File: config.mk
export PLATFORM = sky130hd
export DESIGN_NAME = fp_wb_arbiter
export DESIGN_NICKNAME = d
export VERILOG_FILES = /design/src/rtl/fp_wb_arbiter.sv
export SDC_FILE = /design/constraint.sdc
export NUM_CORES = 1
export LEC_CHECK = 0
export CORE_ASPECT_RATIO = 1.75
export CORE_MARGIN = 4
export CORE_UTILIZATION = 55
export CTS_CLUSTER_SIZE = 40
export DETAILED_ROUTE_END_ITERATION = 10
export GPL_ROUTABILITY_DRIVEN = 0
export PLACE_DENSITY = 0.85
export SLEW_MARGIN = 25
export SYNTH_ARGS = -nofsm -noshare
export SYNTH_HDL_FRONTEND = slang
export SYNTH_SLANG_ARGS = --single-unit
File: constraint.sdc
create_clock -name clk -period 11 [get_ports clk]
set_clock_uncertainty 0.1 [all_clocks]
set_input_delay 1.65 -clock clk [delete_from_list [all_inputs] [get_ports clk]]
set_output_delay 1.65 -clock clk [all_outputs]
set_load 0.05 [all_outputs]
File: src/rtl/fp_wb_arbiter.sv
// FP register-file writeback arbiter: load -> port x, pipeline -> port y,
// queued divide/sqrt results fill whichever port is idle.
module fp_wb_arbiter #(
  parameter int unsigned DEPTH = 4,
  parameter int unsigned AW    = 2
) (
  input  logic          clk,
  input  logic          rst_n,
  input  logic          ld_we,
  input  logic [4:0]    ld_wn,
  input  logic [31:0]   ld_d,
  input  logic          pipe_we,
  input  logic [4:0]    pipe_wn,
  input  logic [31:0]   pipe_d,
  input  logic          dv_valid,
  output logic          dv_ready,
  input  logic [4:0]    dv_wn,
  input  logic [31:0]   dv_d,
  output logic          wex,
  output logic [4:0]    wnx,
  output logic [31:0]   dx,
  output logic          wey,
  output logic [4:0]    wny,
  output logic [31:0]   dy,
  output logic [31:0]   pend_mask,
  output logic [AW:0]   q_count
);

  logic [DEPTH-1:0] live_q, live_d;
  logic [4:0]       wn_q [DEPTH];
  logic [31:0]      d_q  [DEPTH];
  logic [AW-1:0]    rd_q, rd_d, wr_q, wr_d;
  logic [AW:0]      cnt_q, cnt_d;

  logic             wex_q, wex_d, wey_q, wey_d;
  logic [4:0]       wnx_q, wnx_d, wny_q, wny_d;
  logic [31:0]      dx_q, dx_d, dy_q, dy_d;

  logic             head_occ, head_live, pop, enq, enq_live;

  // Count never exceeds DEPTH (a power of two), so its MSB alone flags full.
  assign dv_ready = ~cnt_q[AW];
  assign q_count  = cnt_q;

  assign wex = wex_q;
  assign wnx = wnx_q;
  assign dx  = dx_q;
  assign wey = wey_q;
  assign wny = wny_q;
  assign dy  = dy_q;

  always_comb begin
    pend_mask = '0;
    for (int unsigned i = 0; i < DEPTH; i++) begin
      if (live_q[i]) pend_mask[wn_q[i]] = 1'b1;
    end
  end

  always_comb begin
    live_d = live_q;
    for (int unsigned i = 0; i < DEPTH; i++) begin
      if ((ld_we && ld_wn == wn_q[i]) || (pipe_we && pipe_wn == wn_q[i]))
        live_d[i] = 1'b0;
    end

    wex_d = ld_we;
    wnx_d = ld_wn;
    dx_d  = ld_d;
    wey_d = pipe_we;
    wny_d = pipe_wn;
    dy_d  = pipe_d;

    // Head liveness is judged after this cycle's kills, so a stale queued
    // value can never land on a port beside the younger result it lost to.
    head_occ  = (cnt_q != '0);
    head_live = head_occ && live_d[rd_q];
    pop       = 1'b0;
    if (head_occ) begin
      if (!head_live) begin
        pop = 1'b1;
      end else if (!ld_we) begin
        wex_d = 1'b1;
        wnx_d = wn_q[rd_q];
        dx_d  = d_q[rd_q];
        pop   = 1'b1;
      end else if (!pipe_we) begin
        wey_d = 1'b1;
        wny_d = wn_q[rd_q];
        dy_d  = d_q[rd_q];
        pop   = 1'b1;
      end
    end
    if (pop) live_d[rd_q] = 1'b0;

    enq      = dv_valid && dv_ready;
    enq_live = !(ld_we && ld_wn == dv_wn) && !(pipe_we && pipe_wn == dv_wn);
    if (enq) live_d[wr_q] = enq_live;

    rd_d  = rd_q + AW'(pop);
    wr_d  = wr_q + AW'(enq);
    cnt_d = cnt_q + (AW+1)'(enq) - (AW+1)'(pop);
  end

  always_ff @(posedge clk) begin
    if (!rst_n) begin
      live_q <= '0;
      rd_q   <= '0;
      wr_q   <= '0;
      cnt_q  <= '0;
      wex_q  <= 1'b0;
      wnx_q  <= '0;
      dx_q   <= '0;
      wey_q  <= 1'b0;
      wny_q  <= '0;
      dy_q   <= '0;
    end else begin
      live_q <= live_d;
      rd_q   <= rd_d;
      wr_q   <= wr_d;
      cnt_q  <= cnt_d;
      wex_q  <= wex_d;
      wnx_q  <= wnx_d;
      dx_q   <= dx_d;
      wey_q  <= wey_d;
      wny_q  <= wny_d;
      dy_q   <= dy_d;
    end
  end

  always_ff @(posedge clk) begin
    if (enq) begin
      wn_q[wr_q] <= dv_wn;
      d_q[wr_q]  <= dv_d;
    end
  end

endmodule

==> impl_metrics.env <==
export IMPL_grt_pass1_vias=7776
export IMPL_core_area_um2=19100
export IMPL_min_delay_start="live_q[1]"
export IMPL_dr_first_iter_drc_count=772
export IMPL_fin_tns_setup_ns=0
export IMPL_antenna_found_initial=1
export IMPL_synth_warnings=0
export IMPL_fmax_mhz=213
export IMPL_synth_area_leaders="edfxtp_1, dfxtp_1, mux4_2, mux2i_1, nand2_1"
export IMPL_cts_htree_levels=1
export IMPL_place_hpwl_um=19500
export IMPL_synth_top_area_cell="edfxtp_1"
export IMPL_nets=1118
export IMPL_drt_drc_violations_left=0
export IMPL_drv_slew=0
export IMPL_cp_arrival_ns=2.94
export IMPL_period_share_pct=42.7
export IMPL_setup_violations=0
export IMPL_yosysMostFrequentCell="edfxtp_1"
export IMPL_wl_per_cell_um=22.5
export IMPL_maxCapViolations=0
export IMPL_final_layout_size_suffix_gt1_share_pct=9.57
export IMPL_syn_area_per_cell_um2=13.1
export IMPL_synth_common_cells="edfxtp_1, nand2_1, dfxtp_1"
export IMPL_p_leak_nw=5.14
export IMPL_critPathCaptureType="output port"
export IMPL_yosysTopAreaCellShare_pct=41.7
export IMPL_grt_use_total_pct=25.4
export IMPL_fin_util_pct=71.2
export IMPL_post_cts_buffers=0
export IMPL_synthToLayoutAreaGrowth_pct=27.8
export IMPL_cts_hold_buffers_added=0
export IMPL_synthCells=812
export IMPL_maxSlewHeadroom_pct=37.2
export IMPL_synth_edf_count=148
export IMPL_hold_path_class="reg2reg"
export IMPL_critical_path_class="reg2out"
export IMPL_cts_tree="built"
export IMPL_ctsResizeCount=0
export IMPL_numCtsBuffers=21
export IMPL_cp_data_required_time_ns=9.25
export IMPL_worst_slew_pin_slew_ns=0.940
export IMPL_drt_total_wl_um=28300
export IMPL_p_per_area_nw_per_um2=199
export IMPL_ios=228
export IMPL_placedCellCount=1217
export IMPL_vias=7600
export IMPL_grt_first_pass_wirelength_um=43000
export IMPL_drtAntennaViolNets=0
export IMPL_die_area_um2=21700
export IMPL_stdcell_count=1256
export IMPL_overflow=0
export IMPL_first_pass_iters=6
export IMPL_async_flop_share_pct=0
export IMPL_path_max_fanout=8
export IMPL_syn_num_nets=931
export IMPL_outcome="complete, no violations"
export IMPL_fin_hold_ws_ns=0.466
export IMPL_ys_seq_area_share_pct=58.1
export IMPL_ys_ff_latch=235
export IMPL_grt_max_degree=91
export IMPL_crit_path_start="wn_q[1][0]"
export IMPL_clkTransAtPathRegs_ns=0.06
export IMPL_clock_path_buffers=3
export IMPL_grt_use_met1_pct=28.1
export IMPL_io_buffers=227
export IMPL_dieWidth_um=113
export IMPL_worst_skew_pair_late_latency_ns=0.49
export IMPL_r2r_start="rd_q[1]"
export IMPL_startpoint_type="flop"
export IMPL_ys_flop_type="edfxtp_1"
export IMPL_ir_drop_v=0.000156
export IMPL_period_minus_slack_ns=4.69
export IMPL_initial_core_util_pct=55.7
export IMPL_cts_root_buf="clkbuf_16"
export IMPL_num_rows=67
export IMPL_syn_cell_area_um2=10600
export IMPL_grt_met2_usage_pct=46.6
export IMPL_met3_usage_pct=3.88
export IMPL_rsz0062_at_grt="false"
export IMPL_ys_types=57
export IMPL_grt_busiest_layer="met2"
export IMPL_power_mw=2.71
export IMPL_cts_sinks=235
export IMPL_hold_viol=0
export IMPL_fp_dieH_um=192
export IMPL_viasPerCell=6.05
## layer usage
layer | up-vias | wire length [um]
met5 | - | 0
met4 | 0 | 1650
met3 | 126 | 1960
met2 | 415 | 15000
met1 | 3656 | 9630
li1 | 3403 | -
## sequential cells by signal, indices dropped and copies added, names as in the netlist
signal / count
d_q: 128
dx: 32
dy: 32
wn_q: 20
wnx: 5
wny: 5
live_q: 4
q_count: 3
rd_q: 2
wr_q: 2
wex: 1
wey: 1
## through the flow
step | area (um2) | worst slack, ns
finish | 13600 | 6.31
global route | 13600 | 6.21
CTS | 13600 | 6.35
detailed placement | 12900 | 5.98
global placement | 12900 | 6.02
floorplan | 10600 | 5.79
## layout make-up
type | count | area [um2]
clock buffer | 28 | 626
timing repair buffer | 234 | 2320
multi-input combinational | 490 | 4010
sequential | 235 | 6190
antenna | 1 | 2.50
inverter | 17 | 63.8
clock inverter | 10 | 83.8
tap | 241 | 302
fill | 1332 | 5510
## layout by cell type (no fill, tap or decap), types with 6 or more instances in the layout
cell	n
a21oi_1	6
a221o_1	10
a22oi_1	18
buf_4	8
clkbuf_16	24
clkdlybuf4s50_1	226
dfxtp_1	85
edfxtp_1	148
inv_1	16
mux2i_1	76
mux4_2	37
nand2_1	133
nand3_1	7
nand3b_1	11
nand4_1	8
nor2_1	14
nor3_1	8
nor3b_1	6
o221ai_1	20
o22ai_1	12
xnor2_1	25
xor2_1	25
## worst max-delay path, stage by stage (launching register included)
cell and delay, ns:
edfxtp_1 0.56, nor3b_2 0.75, a22oi_1 0.15, o221ai_1 0.15, clkdlybuf4s50_1 0.86
## cells by family (layout without fill, tap and decap cells)
kind of cell    after synthesis  count (layout)  synth area share (%)
flops                       235             235                  58.1
simple gates                224             224                  10.1
mux                         113             113                  15.0
compound gates               97              97                  7.22
buf+inv                      87             289                  4.63
xor+xnor                     53              53                  4.57
fa+ha+maj                     3               3                 0.423
other cells                   0               1                     0
## power breakdown
group          switching (mW)  internal [mW]
registers               0.112           1.05
logic                   0.459          0.353
clock network           0.311          0.427
total                   0.881           1.83
## final timing paths
check / cells after the start / slack [ns] / end
min: 2 / 0.47 / live_q[1]
min reg2reg: 2 / 0.47 / live_q[1]
max: 4 / 6.31 / pend_mask[8]
max reg2reg: 12 / 7.55 / q_count[2]
(Power assumes the default switching activity.)
